**src/rtl/seq_tx_pkg.sv**
```systemverilog
// Shared types and default target sequence for the pattern transmitter and
// the detector benches that reuse its reference tracker.
package seq_tx_pkg;

  typedef enum logic [1:0] {
    IDLE,
    SHIFT,
    GAP
  } tx_state_t;

  localparam int DEF_PAT_W = 4;
  localparam logic [DEF_PAT_W-1:0] DEF_PATTERN = 4'b1101;

endpackage

```
**src/rtl/seq_pattern_tx_if.sv**
```systemverilog
// Parallel word handshake into the pattern transmitter.
interface seq_pattern_tx_if #(
  parameter int WORD_W = 8
);
  logic              in_valid;
  logic [WORD_W-1:0] in_data;
  logic              in_ready;

  modport master (output in_valid, output in_data, input in_ready);
  modport slave  (input in_valid, input in_data, output in_ready);
endinterface

```
**src/rtl/seq_match_tracker.sv**
```systemverilog
// Golden Moore-detector model: samples the serial line every cycle and flags
// the cycle after the target sequence completes, with a saturating hit count.
module seq_match_tracker
  import seq_tx_pkg::*;
#(
  parameter int               PAT_W   = DEF_PAT_W,
  parameter logic [PAT_W-1:0] PATTERN = DEF_PATTERN,
  parameter int               CNT_W   = 16
) (
  input  logic             clk,
  input  logic             reset,
  input  logic             bit_in,
  input  logic             cnt_clr,
  output logic             exp_detect,
  output logic [CNT_W-1:0] det_count
);

  localparam int FILL_W = $clog2(PAT_W + 1);
  localparam logic [FILL_W-1:0] FILL_FULL = FILL_W'(PAT_W);

  logic [PAT_W-1:0]  history_q, history_d;
  logic [FILL_W-1:0] fill_q, fill_d;
  logic [CNT_W-1:0]  count_q, count_d;

  // Until PAT_W bits have been seen, the zeroed history must not alias a pattern of zeros.
  assign exp_detect = (fill_q == FILL_FULL) && (history_q == PATTERN);
  assign det_count  = count_q;

  always_comb begin
    history_d = PAT_W'({history_q, bit_in});
    fill_d    = (fill_q == FILL_FULL) ? fill_q : fill_q + FILL_W'(1);
    count_d   = count_q;
    if (cnt_clr) begin
      count_d = '0;
    end else if (exp_detect && (count_q != {CNT_W{1'b1}})) begin
      count_d = count_q + CNT_W'(1);
    end
  end

  always_ff @(posedge clk or posedge reset) begin
    if (reset) begin
      history_q <= '0;
      fill_q    <= '0;
      count_q   <= '0;
    end else begin
      history_q <= history_d;
      fill_q    <= fill_d;
      count_q   <= count_d;
    end
  end

endmodule

```
**src/rtl/seq_pattern_tx.sv**
```systemverilog
// MSB-first serializer with programmable inter-word gap, driving a detector's
// input line and carrying the reference model of that detector.
module seq_pattern_tx
  import seq_tx_pkg::*;
#(
  parameter int               WORD_W     = 8,
  parameter int               PAT_W      = DEF_PAT_W,
  parameter logic [PAT_W-1:0] PATTERN    = DEF_PATTERN,
  parameter int               GAP_CYCLES = 2,
  parameter logic             IDLE_BIT   = 1'b0,
  parameter int               CNT_W      = 16
) (
  input  logic             clk,
  input  logic             reset,
  seq_pattern_tx_if.slave  bus,
  input  logic             cnt_clr,
  output logic             ser_out,
  output logic             ser_valid,
  output logic             frame_start,
  output logic             busy,
  output logic             exp_detect,
  output logic [CNT_W-1:0] det_count
);

  localparam int BIT_W  = (WORD_W > 1) ? $clog2(WORD_W) : 1;
  localparam int GAPC_W = (GAP_CYCLES > 1) ? $clog2(GAP_CYCLES) : 1;
  localparam logic [BIT_W-1:0]  BIT_TOP = BIT_W'(WORD_W - 1);
  localparam logic [GAPC_W-1:0] GAP_TOP = GAPC_W'((GAP_CYCLES > 0) ? GAP_CYCLES - 1 : 0);

  tx_state_t         state_q, state_d;
  logic [WORD_W-1:0] shreg_q, shreg_d, shreg_adv;
  logic [BIT_W-1:0]  bit_cnt_q, bit_cnt_d;
  logic [GAPC_W-1:0] gap_cnt_q, gap_cnt_d;
  logic              ser_out_q, ser_out_d;
  logic              ser_valid_q, ser_valid_d;
  logic              frame_start_q, frame_start_d;
  logic              word_end, ready, take;

  // The final cycle of a word is the last gap cycle, or the last bit when there is no gap.
  always_comb begin
    word_end = ((state_q == SHIFT) && (bit_cnt_q == '0) && (GAP_CYCLES == 0))
            || ((state_q == GAP) && (gap_cnt_q == '0));
    ready    = !reset && ((state_q == IDLE) || word_end);
    take     = ready && bus.in_valid;
  end

  assign bus.in_ready = ready;

  always_comb begin
    state_d       = state_q;
    shreg_d       = shreg_q;
    bit_cnt_d     = bit_cnt_q;
    gap_cnt_d     = gap_cnt_q;
    ser_out_d     = IDLE_BIT;
    ser_valid_d   = 1'b0;
    frame_start_d = 1'b0;
    shreg_adv     = shreg_q << 1;

    case (state_q)
      IDLE: ;
      SHIFT: begin
        if (bit_cnt_q != '0) begin
          shreg_d     = shreg_adv;
          bit_cnt_d   = bit_cnt_q - BIT_W'(1);
          ser_out_d   = shreg_adv[WORD_W-1];
          ser_valid_d = 1'b1;
        end else if (GAP_CYCLES > 0) begin
          state_d   = GAP;
          gap_cnt_d = GAP_TOP;
        end else begin
          state_d = IDLE;
        end
      end
      GAP: begin
        if (gap_cnt_q != '0) begin
          gap_cnt_d = gap_cnt_q - GAPC_W'(1);
        end else begin
          state_d = IDLE;
        end
      end
      default: state_d = IDLE;
    endcase

    // The MSB goes straight onto the line at the accepting edge.
    if (take) begin
      state_d       = SHIFT;
      shreg_d       = bus.in_data;
      bit_cnt_d     = BIT_TOP;
      ser_out_d     = bus.in_data[WORD_W-1];
      ser_valid_d   = 1'b1;
      frame_start_d = 1'b1;
    end
  end

  always_ff @(posedge clk or posedge reset) begin
    if (reset) begin
      state_q       <= IDLE;
      shreg_q       <= '0;
      bit_cnt_q     <= '0;
      gap_cnt_q     <= '0;
      ser_out_q     <= IDLE_BIT;
      ser_valid_q   <= 1'b0;
      frame_start_q <= 1'b0;
    end else begin
      state_q       <= state_d;
      shreg_q       <= shreg_d;
      bit_cnt_q     <= bit_cnt_d;
      gap_cnt_q     <= gap_cnt_d;
      ser_out_q     <= ser_out_d;
      ser_valid_q   <= ser_valid_d;
      frame_start_q <= frame_start_d;
    end
  end

  assign ser_out     = ser_out_q;
  assign ser_valid   = ser_valid_q;
  assign frame_start = frame_start_q;
  assign busy        = (state_q != IDLE);

  seq_match_tracker #(
    .PAT_W   (PAT_W),
    .PATTERN (PATTERN),
    .CNT_W   (CNT_W)
  ) u_tracker (
    .clk        (clk),
    .reset      (reset),
    .bit_in     (ser_out_q),
    .cnt_clr    (cnt_clr),
    .exp_detect (exp_detect),
    .det_count  (det_count)
  );

endmodule
```
**src/flat_wrapper.sv**
```systemverilog
// flat-port wrapper written by rule: the top's interface ports become plain ports
module seq_pattern_tx_flat import seq_tx_pkg::*;
#(
  parameter int               WORD_W     = 8,
  parameter int               PAT_W      = DEF_PAT_W,
  parameter logic [PAT_W-1:0] PATTERN    = DEF_PATTERN,
  parameter int               GAP_CYCLES = 2,
  parameter logic             IDLE_BIT   = 1'b0,
  parameter int               CNT_W      = 16
)
  (clk, reset, cnt_clr, ser_out, ser_valid, frame_start, busy, exp_detect, det_count, bus_in_valid, bus_in_data, bus_in_ready);
  seq_pattern_tx_if #(.WORD_W(WORD_W)) bus_i ();
  input  logic clk;
  input  logic reset;
  input  logic cnt_clr;
  output logic ser_out;
  output logic ser_valid;
  output logic frame_start;
  output logic busy;
  output logic exp_detect;
  output logic [CNT_W-1:0] det_count;
  input wire logic [$bits(bus_i.in_valid)-1:0] bus_in_valid;
  input wire logic [$bits(bus_i.in_data)-1:0] bus_in_data;
  output wire logic [$bits(bus_i.in_ready)-1:0] bus_in_ready;
  assign bus_i.in_valid = bus_in_valid;
  assign bus_i.in_data = bus_in_data;
  assign bus_in_ready = bus_i.in_ready;
  seq_pattern_tx #(.WORD_W(WORD_W), .PAT_W(PAT_W), .PATTERN(PATTERN), .GAP_CYCLES(GAP_CYCLES), .IDLE_BIT(IDLE_BIT), .CNT_W(CNT_W)) u_core (.clk(clk), .reset(reset), .bus(bus_i), .cnt_clr(cnt_clr), .ser_out(ser_out), .ser_valid(ser_valid), .frame_start(frame_start), .busy(busy), .exp_detect(exp_detect), .det_count(det_count));
endmodule
```
**config.mk**
```make
export PLATFORM = sky130hd
export DESIGN_NAME = seq_pattern_tx_flat
export DESIGN_NICKNAME = d
export VERILOG_FILES = /design/src/rtl/seq_tx_pkg.sv /design/src/rtl/seq_pattern_tx_if.sv /design/src/rtl/seq_match_tracker.sv /design/src/rtl/seq_pattern_tx.sv /design/src/flat_wrapper.sv
export SDC_FILE = /design/constraint.sdc
export NUM_CORES = 1
export LEC_CHECK = 0
export BUFFER_PORTS_ARGS = -buffer_cell sky130_fd_sc_hd__buf_2
export CAP_MARGIN = 15
export CORE_MARGIN = 10
export CORE_UTILIZATION = 49
export CTS_CLUSTER_SIZE = 30
export DETAILED_ROUTE_END_ITERATION = 8
export PLACE_DENSITY = 0.74
export SLEW_MARGIN = 20
export SYNTH_ARGS = -nofsm -noshare
export SYNTH_HDL_FRONTEND = slang
export SYNTH_SLANG_ARGS = --single-unit
```
**constraint.sdc**
```tcl
create_clock -name clk -period 1.8 [get_ports clk]
set_input_delay 0.09 -clock clk [delete_from_list [all_inputs] [get_ports clk]]
set_output_delay 0.09 -clock clk [all_outputs]
set_load 0.02 [all_outputs]
```
# --- After elaboration in Yosys (flattened, before gate mapping) ---
# Cells that the tools add are included.
word_totals:
  reg_bits: 39
  latchBits: 0
  mem_bits_rw: 0
  mem_bits_ro: 0
  input_bits: 12
  output_inout_bits: 22
  elab_cells: 63
  mem_count: 0
op_classes:
  addsub: 4
  multipliers: 0
  div: 0
  order_cmp: 0
  n_eq_ne: 9
  n_shift: 0
  n_mux: 22
  bitwise_logic: 1
  reduce_logical: 17
ops:
  columns: ["operator", "count"]
  rows:
  - ["$mux W16", 2]
  - ["$mux W7", 3]
  - ["$add A16 B1 Y16 const B", 1]
  - ["$ne A16 B16 Y1 const B", 1]
  - ["$reduce_bool A2 Y1", 5]
  - ["$mux W1", 9]
  - ["$mux W3", 3]
  - ["$mux W2", 3]
  - ["$pmux W2 S3", 1]
  - ["$logic_and A1 B1 Y1", 5]
  - ["$eq A4 B4 Y1 const B", 1]
  - ["$reduce_and A2 Y1", 2]
  - ["$add A3 B1 Y3 const B", 1]
  - ["$eq A3 B3 Y1 const B", 1]
  - ["$ne A3 B2 Y1 const B", 1]
  - ["$ne A3 B3 Y1 const B", 1]
  - ["$reduce_and A3 Y1", 1]
  - ["$reduce_bool A3 Y1", 1]
  - ["$sub A3 B1 Y3 const B", 1]
  - ["$eq A2 B1 Y1 const B", 1]
  - ["$eq A2 B2 Y1 const B", 1]
  - ["$logic_not A2 Y1", 1]
  - ["$ne A2 B1 Y1 const B", 1]
  - ["$ne A2 B2 Y1 const B", 1]
  - ["5 further kinds", 5]

# --- Logic depth before layout (Yosys ltp) ---
# Gate-level depths: netlist (run 1).
logic_depth:
  depth_word: 7
  mapped_depth: 7
  depth_no_buf: 7

# --- By module ---
# From an unflattened synthesis (run 1), not the netlist that was laid out.
unflattened:
  hier_cells: 193
  hier_area_um2: 1975.6
modules_own_cells:
  columns: ["mod", "n_inst", "cells_per_inst", "area_each_um2", "seq_area_each_um2"]
  rows:
  - ["seq_match_tracker", 1, 124, 1214.9, 575.6]
  - ["seq_pattern_tx", 1, 69, 760.7, 400.4]

# --- Worst setup path before layout (run 1) ---
# No wires, ideal clock.
synth_timing:
  kind: "reg2reg"
  start: "register u_core.u_tracker.count_q[0] (netlist: u_core.u_tracker.det_count[0])"
  end: "register u_core.u_tracker.count_q[7] (netlist: u_core.u_tracker.det_count[7])"
  arrival_ps: 1896
  required_time_ps: 1675
  setup_slack_ps: -222
  path_stages_with_launch: 6
  period_less_slack_ps: 2022
  path_cell_list: "dfrtp_1 > ha_1 > nand3_1 > or4_4 > and4_4 > mux2_4"
synth_between:
  elab_chain_cells: 3
synth_lines:
  columns: ["element", "line", "source"]
  rows:
  - ["start: declaration", "seq_match_tracker.sv:23", "logic [CNT_W-1:0] count_q, count_d;"]
  - ["start signal: assignment", "seq_match_tracker.sv:48", "count_q <= count_d;"]
  - ["$add A16 B1 Y16 or $ne A16 B16 Y1 (tied branches)", "seq_match_tracker.sv:36, seq_match_tracker.sv:35", null]
  - ["$mux W16 or $logic_and A1 B1 Y1 (tied branches)", "seq_match_tracker.sv:35", "end else if (exp_detect && (count_q != {CNT_W{1'b1}})) begin"]
  - ["$mux W16 or $reduce_bool A2 Y1 (tied branches)", null, null]
# Several ways; a longest one is shown, not always the timed one. The select of a mux whose other input is x is not followed.
# A chain may end at the register's enable or synchronous reset.

# --- Worst setup path after layout (run 1) ---
layout_timing:
  start: "register u_core.u_tracker.count_q[4] (netlist: u_core.u_tracker.det_count[4])"
  end: "register u_core.u_tracker.count_q[7] (netlist: u_core.u_tracker.det_count[7])"
# Same word-level chain as after synthesis.

==> parameters.txt, run 1 <==
Parameter                              Value

Die
  Height of the die    82.5 um
  Die Footprint    6810 um^2
  Die X    82.5 um
  Number of standard-cell rows in the floorplan    22
  I/O pin count    34
  Starting density of the core    51.5%
  Core ar.    3720 um^2

Power
  Worst IR drop on VDD    0.931 mV
  Power Total    0.00237 W
  Power per cell area    969 nW/um^2
  Leak Pwr    1.16 nW

Run
  Max-Cap Viols    0

Critical path
  Required time at the worst-slack endpoint    1.99 ns
  Cell class contributing the biggest share of worst-path delay    simple AND/OR/NAND/NOR gates
  Reg2Reg Launch Point    u_core.u_tracker.det_count[4]
  Critical Path End Type    flop
  Largest stage delay on the critical path    0.52 ns
  Setup slack, reg-to-reg    0.09 ns
  Sort of element at the start of the critical path    flop
  Terminus of the critical flop-to-flop path    u_core.u_tracker.det_count[7]
  Cells along the critical path    nand4_1 > or4_4 > and4_4 > mux2_4
  Largest fanout on the critical path    6
  Path depth of the worst reg2reg path    4
  Number of buffer and inverter stages on the critical path    0
  Crit path max-delay cell type    or4_4
  Type of the worst setup path    reg -> reg
  Arrival time of the worst setup path    1.90 ns

Logic synthesis
  Most used flip-flop cell after synthesis    dfrtp_1
  Post-synthesis average cell area    10.2 um^2
  Share of synthesized flip-flops with an asynchronous set or reset    100%
  Netlist area before placement    1920 um^2
  Synthesized net count    205
  Post-synthesis register bit count    39
  Synth Warn #    0
  Synth unique cells    41
  Post-synth EDFFs    0
  Sequential fraction of the synthesis area    50.9%
  Instance count of the mapped netlist    188

Timing
  Share of the cycle needed by the critical path after routing    95.1%
  Upper clock frequency limit    584 MHz
  Final count of hold timing violations    0
  Fin crit period    1.71 ns
  Worst Max-Slew Pin Slew    0.476 ns
  Final TNS setup    0 ns
  Setup repair after global routing missed its margin    no
  Count of endpoints failing setup in the final report    0
  Clock tree skew after final layout    0.00855 ns
  Worst slew margin relative to its limit    68.3%
  Number of max-slew violations in the final report    0

Worst hold path
  Class of the tightest hold or removal check    in -> reg
  Worst hold endpoint    u_core.shreg_q[6]
  Worst Hold Launch    bus_in_data[6]
  Hold depth    3

Routing
  First-iteration detailed-routing DRC count    90
  First-pass detailed-route iteration total    4
  DRC errors left    0
  Routed len/inst    14.5 um
  Total number of vias    1588
  Via count normalized by instance count    5.44
  Count of nets left with antenna violations after detail routing    0
  Detailed Route WL    4230 um

Place
  Port-buffer cells    33
  HPWL after detailed placement    3070 um
  Global placer's final weighted congestion    0.842
  Post-placement cell count    281
  Placement-stage cell area    2280 um^2

Final layout
  Sequential cell area    991 um^2
  Combined area of the multi-input logic cells    941 um^2
  Ratio of cells with drive above 1 in the final layout    39.8%
  Area growth from synthesis to layout    27.5%
  Area of all placed cells without fillers    2440 um^2
  Fill cells    315
  Non-filler instance count after layout    292
  Post-layout net count    260
  Number of inserted diodes    0

Status
  Outcome    completed

Global routing
  Number of global-route vias before repair    1506
  Pin count of the biggest net entering global routing    40
  Total overflow reported by the global router    0
  Wire length of the first global-routing pass    6990 um
  Antenna violations before repair    0
  All-Layer GR Usage    13.0%

Clock tree
  CTS Buf Count    5
  Clk Latency, worst-skew pair    0.30 ns
  Clock root buffer    clkbuf_8
  Htree depth    2
  Buffer depth of the longest clock path    2
  Reg clk slew, reported paths    0.08 ns
  Clock tree from TritonCTS    yes
  Number of sinks driven by the clock tree    39
[timing repair]
action	CTS	global route
pin swaps	0	1
gates cloned	0	0
resized for setup	3	8
hold endpoints to repair	40	0
setup endpoints to repair	2	14
hold buffers	2	0
setup buffers	0	1
[Yosys cell counts, types with 2 or more instances]
| cell type | number | share of area, % |
|---|---|---|
| a211oi_1 | 3 | 1.2 |
| a21oi_1 | 12 | 3.1 |
| a22oi_1 | 6 | 2.4 |
| a41oi_1 | 2 | 0.91 |
| and2_1 | 2 | 0.65 |
| clkbuf_1 | 4 | 0.78 |
| dfrtp_1 | 39 | 51 |
| ha_1 | 5 | 3.3 |
| inv_1 | 11 | 2.2 |
| mux2_2 | 5 | 2.9 |
| nand2_1 | 23 | 4.5 |
| nand3_1 | 10 | 2.6 |
| nand4_2 | 2 | 1.3 |
| nor2_1 | 10 | 2.0 |
| nor2b_1 | 7 | 2.3 |
| nor3_1 | 5 | 1.3 |
| nor4_1 | 2 | 0.65 |
| o21ai_0 | 9 | 2.4 |
| o31ai_1 | 5 | 2.0 |
| or2_2 | 2 | 0.65 |
| or3_1 | 2 | 0.65 |
| or4_1 | 3 | 1.2 |
[kinds of logic (layout without fill, tap and decap cells)]
family	count (synthesis)	after routing	share of synthesized area [%]
AOI/OAI and AO/OA	40	40	13.2
and+or+nand+nor	80	80	24.5
DFF	39	39	50.9
buffers and inverters	16	72	3.40
muxes	7	7	4.25
xor gates and xnor gates	1	1	0.457
adders and majority gates	5	5	3.27
[metrics by stage]
| step | util, % | setup slack, ns | hold WS [ns] |
|---|---|---|---|
| floorplan | - | -0.0313 | 0.207 |
| detailed placement | 61.4 | 0.0169 | 0.253 |
| CTS | 64.8 | 0.00320 | 0.000426 |
| global placement | 61.4 | 0.0686 | 0.253 |
| finish | 65.7 | 0.0885 | 0.00576 |
| global route | 65.7 | 0.00216 | 0.00261 |
[cell type report]
type                       instances  share of cell area [%]
clock buffer                       5                    2.82
sequential                        39                    40.6
clock inverter                     3                   0.820
timing repair buffer              53                    13.1
tap                               48                    2.46
inverter                          11                    1.69
multi-input combinational        133                    38.5
[per-layer routing]
layer | track usage (%) | up-vias | wire, um
met5 | 0 | - | 0
met4 | 4.01 | 0 | 53
met3 | 4.43 | 6 | 252
met2 | 21.4 | 36 | 2090
met1 | 15.8 | 759 | 1830
li1 | - | 787 | -
[layout by cell type (no fill, tap or decap), types with 2 or more instances in the layout]
cell           count
a211oi_1           2
a21oi_1            9
a21oi_2            3
a22oi_1            6
a41oi_1            2
buf_2             33
buf_4             18
clkbuf_8           5
clkinvlp_4         2
dfrtp_1           27
dfrtp_2           12
dlygate4sd3_1      2
ha_1               4
inv_1             11
mux2_2             5
nand2_1           22
nand3_1            9
nand4_4            2
nor2_1            10
nor2b_1            7
nor3_1             4
o21ai_0            9
o31ai_1            5
or2_2              2
or3_1              2
or4_1              3
or4_4              2
[worst max-delay path by stage]
stage          depth (start not counted)                          start                              to  slack (ns)
2_1_floorplan                          4  u_core.u_tracker.det_count[4]   u_core.u_tracker.det_count[7]       -0.03
3_3_place_gp                           6     u_core.u_tracker.fill_q[1]  u_core.u_tracker.det_count[14]        0.07
3_5_place_dp                           6     u_core.u_tracker.fill_q[1]  u_core.u_tracker.det_count[14]        0.02
4_1_cts                                6     u_core.u_tracker.fill_q[1]  u_core.u_tracker.det_count[14]       0.003
5_1_grt                                7  u_core.u_tracker.det_count[0]   u_core.u_tracker.det_count[3]       0.002
6_report                               4  u_core.u_tracker.det_count[4]   u_core.u_tracker.det_count[7]        0.09
[state kept, by name, summed over array words and instances, names as in the netlist, 2 cells and up]
| register | cells |
|---|---|
| u_core.bit_cnt_q | 3 |
| u_core.u_tracker.fill_q | 3 |
| u_core.u_tracker.det_count | 16 |
| u_core.state_q | 2 |
| u_core.u_tracker.history_q | 4 |
| u_core.shreg_q | 7 |
[power breakdown]
group          internal [W]  leakage, nW  switching [W]
Combinational      0.000239        0.627       0.000361
Sequential          0.00107        0.489       0.000110
Clock              0.000269       0.0402       0.000321
[worst reg2reg max path, cell delays in order (launching register included)]
cell	delay, ns
dfrtp_1	0.42
nand4_1	0.16
or4_4	0.52
and4_4	0.21
mux2_4	0.29
No activity file was read; power rests on OpenSTA's default activity.
==> inputs of run 2 (changes only) <==
--- a/config.mk
+++ b/config.mk
@@ -6,12 +6,13 @@
 export NUM_CORES = 1
 export LEC_CHECK = 0
 export BUFFER_PORTS_ARGS = -buffer_cell sky130_fd_sc_hd__buf_2
-export CAP_MARGIN = 15
+export CAP_MARGIN = 30
 export CORE_MARGIN = 10
 export CORE_UTILIZATION = 49
 export CTS_CLUSTER_SIZE = 30
 export DETAILED_ROUTE_END_ITERATION = 8
 export PLACE_DENSITY = 0.74
+export RECOVER_POWER = 100
 export SLEW_MARGIN = 20
 export SYNTH_ARGS = -nofsm -noshare
 export SYNTH_HDL_FRONTEND = slang
==> run 2 against run 1 <==
  * Setup slack worse by 0.025 ns
  * Sequential share of layout area up 0.30 points
  * Flip-flop and latch count unchanged
  * Clock skew down 0.00053 ns
  * Design area down 1.2%
  * Sequential power about the same
  * Hold slack about the same
  * Largest cell class unchanged
==> parameters.txt, run 2 (same netlist as run 1, synthesis figures left out) <==
Parameter                              Value

Routing
  First-iteration detailed-routing DRC count    99 (+10%)
  Total number of vias    1598 (+0.63%)
  First-pass detailed-route iteration total    4 (unchanged)
  Count of nets left with antenna violations after detail routing    0 (unchanged)
  Via count normalized by instance count    5.47 (+0.63%)
  Routed len/inst    14.5 um (+0.35%)
  DRC errors left    0 (unchanged)
  Detailed Route WL    4240 um (+0.35%)

Global routing
  Total overflow reported by the global router    0 (unchanged)
  Wire length of the first global-routing pass    6990 um (unchanged)
  All-Layer GR Usage    13.0% (unchanged)
  Antenna violations before repair    0 (unchanged)
  Number of global-route vias before repair    1506 (unchanged)
  Pin count of the biggest net entering global routing    40 (unchanged)

Critical path
  Required time at the worst-slack endpoint    1.99 ns (about the same)
  Type of the worst setup path    reg -> reg
  Largest stage delay on the critical path    0.56 ns (+0.04 ns)
  Sort of element at the start of the critical path    flop
  Largest fanout on the critical path    5 (-1)
  Path depth of the worst reg2reg path    4 (unchanged)
  Crit path max-delay cell type    or4_4
  Cell class contributing the biggest share of worst-path delay    simple AND/OR/NAND/NOR gates
  Number of buffer and inverter stages on the critical path    0 (unchanged)
  Arrival time of the worst setup path    1.92 ns (+0.02 ns)
  Cells along the critical path    nand4_4 > or4_4 > and4_4 > mux2_4
  Critical Path End Type    flop
  Stages on worst setup path    4 (unchanged)

Final layout
  Leading cell type in the layout, fill and taps excluded    dfrtp_1
  Area growth from synthesis to layout    25.9%
  Top library cells by usage in the layout, fill and taps aside    dfrtp_1, nand2_1, buf_2, buf_4, clkbuf_1
  Area of all placed cells without fillers    2410 um^2 (-1.2%)
  Number of flip-flops in the largest register    16 (unchanged)
  Post-layout net count    260 (unchanged)
  Ratio of cells with drive above 1 in the final layout    32.0% (-7.8 points)
  Number of inserted diodes    0 (unchanged)

Place
  Global placer's final weighted congestion    0.842 (unchanged)
  Port-buffer cells    33 (unchanged)
  Placement-stage cell area    2280 um^2 (unchanged)
  HPWL after detailed placement    3070 um (unchanged)

Timing
  Final count of hold timing violations    0 (unchanged)
  Number of max-slew violations in the final report    0 (unchanged)
  Fin crit period    1.74 ns (+0.0248 ns)
  Clock tree skew after final layout    0.00801 ns (-0.000530 ns)
  Upper clock frequency limit    576 MHz (-1.4%)
  Setup repair after global routing missed its margin    no
  Share of the cycle needed by the critical path after routing    96.5% (+1.4 points)
  Worst Max-Slew Pin Slew    0.940 ns (+0.464 ns)
  Count of endpoints failing setup in the final report    0 (unchanged)
  Final TNS setup    0 ns (unchanged)
  Worst slew margin relative to its limit    37.3% (-31 points)

Power
  Worst IR drop on VDD    0.932 mV (about the same)
  Leak Pwr    1.11 nW (-4.3%)
  Power Total    0.00235 W (-0.82%)
  Power per cell area    973 nW/um^2 (+0.42%)

Die
  Core ar.    3720 um^2 (unchanged)
  Number of standard-cell rows in the floorplan    22 (unchanged)
  Height of the die    82.5 um (unchanged)
  Starting density of the core    51.5% (unchanged)
  Die Footprint    6810 um^2 (unchanged)
  I/O pin count    34 (unchanged)
  Die X    82.5 um (unchanged)

Clock tree
  Clock tree from TritonCTS    yes
  Htree depth    2 (unchanged)
  Clock root buffer    clkbuf_8
  CTS Buf Count    5 (unchanged)
  Buffer depth of the longest clock path    2 (unchanged)
  Number of sinks driven by the clock tree    39 (unchanged)
  Clk Latency, worst-skew pair    0.30 ns (about the same)
  Reg clk slew, reported paths    0.08 ns (about the same)

Status
  Outcome    completed

Worst hold path
  Class of the tightest hold or removal check    in -> reg
  Hold depth    3 (unchanged)

Run
  Max-Cap Viols    0 (unchanged)
run 2: path summary, 6_finish.rpt:
| check | start | end | slack, ns |
|---|---|---|---|
| min | bus_in_data[6] | u_core.shreg_q[6] | 0.006 |
| max | u_core.u_tracker.det_count[13] | u_core.u_tracker.det_count[7] | 0.06 |
| min reg2reg | u_core.ser_out | u_core.u_tracker.history_q[0] | 0.38 |
| min in group asynchronous | reset | u_core.u_tracker.fill_q[2] | 0.63 |
| max reg2reg | u_core.u_tracker.det_count[13] | u_core.u_tracker.det_count[7] | 0.06 |
| max in group asynchronous | reset | u_core.u_tracker.det_count[1] | 0.53 |
run 2: repair_timing:
item | CTS | global route
buffers inserted | 0 | 1
hold buffers | 2 | 0
hold endpoints to repair | 40 | 0
setup endpoints to repair | 2 | 14
pin swaps | 0 | 1
gates resized for setup | 3 | 8
run 2: layout make-up:
cell class,instances,area [um^2]
clock inverter,3,20.0
fill,328,1300
timing repair buffer,53,300
sequential,39,986
tap,48,60.1
inverter,11,41.3
multi-input combinational,133,936
clock buffer,5,68.8
run 2: report_power, final:
group          switching, W  internal, W  leakage (nW)  total, W
sequential         0.000107      0.00107         0.495   0.00117
clock              0.000318     0.000269        0.0402  0.000587
combinational      0.000362     0.000225         0.571  0.000587
run 2: layer usage:
layer,track usage [%],up-vias,share of wire (%)
met5,0,-,0
met4,4.01,0,1.2
met3,4.43,6,6.0
met2,21.4,37,49
met1,15.8,768,44
li1,-,787,-
run 2: worst reg2reg max path, cell delays in order (launching register included):
cell     delay [ns]
dfrtp_1        0.45
nand4_4        0.12
or4_4          0.56
and4_4         0.21
mux2_4         0.29
run 2: through the flow:
stage	setup slack, ns	std cells	util [%]	hold slack (ns)
floorplan	-0.0313	188	-	0.207
global placement	0.0686	281	61.4	0.253
detailed placement	0.0169	281	61.4	0.253
CTS	0.00320	291	64.8	0.000426
global route	0.00216	292	64.9	0.00261
finish	0.0638	292	64.9	0.00597
==> inputs of run 3 (changes only) <==
--- a/config.mk
+++ b/config.mk
@@ -7,6 +7,7 @@
 export LEC_CHECK = 0
 export BUFFER_PORTS_ARGS = -buffer_cell sky130_fd_sc_hd__buf_2
 export CAP_MARGIN = 30
+export CORE_ASPECT_RATIO = 1.5
 export CORE_MARGIN = 10
 export CORE_UTILIZATION = 49
 export CTS_CLUSTER_SIZE = 30
==> run 3 against run 2 <==
  * Hold slack better by 0.00094 ns
  * Die area rose by 0.75%
  * Count of clock-buffer cells in the layout grew 3
  * Utilization rose by 0.98 points
  * Clock skew rose by 0.00083 ns
  * First-iteration DRC count is 3.0% lower
  * Flip-flop and latch count is the same
  * Combinational power increased by 3%
  * Largest cell class unchanged
  * Highest routed layer unchanged
==> parameters.txt, run 3 (same netlist as run 1, synthesis figures left out) <==
Parameter                              Value

Status
  Outcome    completed

Critical path
  Cells along the critical path    nand4_2 > or4_4 > and4_4 > mux2_4
  Path depth of the worst reg2reg path    4 (unchanged)
  Largest stage delay on the critical path    0.54 ns (-0.02 ns)
  Crit path max-delay cell type    or4_4
  Setup slack, reg-to-reg    0.07 ns (about the same)
  Terminus of the critical flop-to-flop path    u_core.u_tracker.det_count[7]
  Reg2Reg Launch Point    u_core.u_tracker.det_count[7]
  Arrival time of the worst setup path    1.91 ns (about the same)
  Sort of element at the start of the critical path    flop
  Type of the worst setup path    reg -> reg
  Required time at the worst-slack endpoint    1.99 ns (about the same)
  Largest fanout on the critical path    6 (+1)
  Critical Path End Type    flop

Die
  Core ar.    3720 um^2 (unchanged)
  Starting density of the core    51.5% (unchanged)
  Height of the die    96.6 um (+17%)
  Number of standard-cell rows in the floorplan    27 (+23%)
  Die Footprint    6860 um^2 (+0.75%)
  Die X    71.1 um (-14%)
  I/O pin count    34 (unchanged)

Worst hold path
  Worst Hold Launch    bus_in_data[3]
  Hold depth    3 (unchanged)
  Worst hold endpoint    u_core.shreg_q[3]
  Class of the tightest hold or removal check    in -> reg

Place
  Placement-stage cell area    2280 um^2 (about the same)
  Port-buffer cells    33 (unchanged)
  Global placer's final weighted congestion    0.771 (-8.3%)
  HPWL after detailed placement    3200 um (+4.3%)

Timing
  Final count of hold timing violations    0 (unchanged)
  Share of the cycle needed by the critical path after routing    95.9% (-0.51 points)
  Number of max-slew violations in the final report    0 (unchanged)
  Fin crit period    1.73 ns (-0.00914 ns)
  Worst slack on hold paths    0.00691 ns (+0.000944 ns)
  Upper clock frequency limit    579 MHz (+0.53%)
  Worst Max-Slew Pin Slew    0.953 ns (+0.0128 ns)
  Count of endpoints failing setup in the final report    0 (unchanged)
  Clock tree skew after final layout    0.00885 ns (+0.000833 ns)
  Worst slew margin relative to its limit    36.5% (-0.85 points)

Global routing
  Antenna violations before repair    0 (unchanged)
  Wire length of the first global-routing pass    7700 um (+10%)
  Pin count of the biggest net entering global routing    40 (unchanged)
  Total overflow reported by the global router    0 (unchanged)
  All-Layer GR Usage    13.6% (+0.53 points)
  Number of global-route vias before repair    1771 (+18%)

Routing
  Detailed Route WL    4440 um (+4.7%)
  Count of nets left with antenna violations after detail routing    0 (unchanged)
  First-iteration detailed-routing DRC count    96 (-3.0%)
  First-pass detailed-route iteration total    4 (unchanged)
  Routed len/inst    15.4 um (+6.2%)
  DRC errors left    0 (unchanged)
  Via count normalized by instance count    5.63 (+2.8%)
  Total number of vias    1620 (+1.4%)

Final layout
  Post-layout net count    261 (+0.38%)
  Number of inserted diodes    0 (unchanged)
  Ratio of cells with drive above 1 in the final layout    37.6% (+5.6 points)
  Area growth from synthesis to layout    27.8%
  Area of all placed cells without fillers    2450 um^2 (+1.5%)
  Top library cells by usage in the layout, fill and taps aside    dfrtp_1, buf_2, nand2_1, buf_4
  Leading cell type in the layout, fill and taps excluded    dfrtp_1
  Number of flip-flops in the largest register    16 (unchanged)

Power
  Power per cell area    997 nW/um^2 (+2.5%)
  Clock share of power    26.9% (+1.9 points)
  Switching power    0.000790 W (+0.37%)
  Worst IR drop on VDD    0.833 mV (-11%)
  Sw Share    32.4% (-1.2 points)
  Cell-internal power    0.00165 W (+5.8%)
  Leak Pwr    1.15 nW (+4.0%)
  Gate power share    24.6% (-0.4 points)
  Part of the power in registers    48.4% (-1.6 points)

Clock tree
  CTS Buf Count    5 (unchanged)
  Reg clk slew, reported paths    0.08 ns (about the same)
  Clk Latency, worst-skew pair    0.30 ns (about the same)
  Clock root buffer    clkbuf_8
  Buffer depth of the longest clock path    2 (unchanged)
  Htree depth    2 (unchanged)
  Number of sinks driven by the clock tree    39 (unchanged)
  Clock tree from TritonCTS    yes

Run
  Max-Cap Viols    0 (unchanged)
run 3: cell types whose count changed in the layout (fill, tap and decap cells not counted), sizes merged:
| cell | delta |
|---|---|
| buf | +9 |
| clkbuf | -5 |
| clkinv | -1 |
| clkinvlp | -2 |
run 3: area by class of cell:
cell class,count,area [um^2]
Sequential cell,39,990
Fill cell,314,1270
Inverter,11,41.3
Timing Repair Buffer,54,317
Multi-Input combinational cell,133,947
Clock buffer,8,100
Tap cell,43,53.8
run 3: worst max path at each step:
| stage | start | cells past startpoint | end |
|---|---|---|---|
| 2_1_floorplan | u_core.u_tracker.det_count[4] | 4 | u_core.u_tracker.det_count[7] |
| 3_3_place_gp | u_core.u_tracker.fill_q[1] | 6 | u_core.u_tracker.det_count[14] |
| 3_5_place_dp | u_core.u_tracker.fill_q[1] | 6 | u_core.u_tracker.det_count[14] |
| 4_1_cts | u_core.u_tracker.fill_q[1] | 6 | u_core.u_tracker.det_count[14] |
| 5_1_grt | u_core.u_tracker.fill_q[1] | 7 | exp_detect |
| 6_report | u_core.u_tracker.det_count[7] | 4 | u_core.u_tracker.det_count[7] |
run 3: routing by layer:
layer	wire length, um	track usage [%]
met1	1690	12.8
met3	256	4.08
met4	75	6.31
met5	0	0
met2	2420	26.1
run 3: metrics by stage:
| step | std cells | setup TNS (ns) | total power [W] | utilization [%] | setup slack (ns) |
|---|---|---|---|---|---|
| 3_3_place_gp | 277 | 0 | 0.00177 | 61.4 | 0.0810 |
| 6_report | 288 | 0 | 0.00244 | 65.9 | 0.0729 |
| 4_1_cts | 287 | -0.0113 | 0.00246 | 64.7 | -0.0113 |
| 5_1_grt | 288 | -0.0388 | 0.00261 | 65.9 | -0.0128 |
| 2_1_floorplan | 188 | -0.0313 | 0.00160 | - | -0.0313 |
| 3_5_place_dp | 277 | 0 | 0.00180 | 61.4 | 0.00898 |
run 3: power by group through the flow:
stage	clock, W	combinational (W)	sequential [W]
2_1_floorplan	0	0.000397	0.00120
5_1_grt	0.000693	0.000712	0.00121
3_3_place_gp	0	0.000581	0.00119
4_1_cts	0.000670	0.000609	0.00118
6_report	0.000658	0.000602	0.00118
3_5_place_dp	0	0.000601	0.00120
run 3: what timing repair did:
action / 4_1_cts / 5_1_grt
endpoints found under the hold margin: 40 / 0
pin swaps: 0 / 1
setup buffers: 0 / 1
gates cloned: 0 / 0
hold buffers: 2 / 0
endpoints found under the setup margin: 1 / 24
gates resized for setup: 0 / 13
run 3: critical path, delay by kind of cell, from the launching register on:
kind	cells	cell delay, ns
flip-flops	1	0.44
multiplexers	1	0.29
AND/OR/NAND/NOR	3	0.88
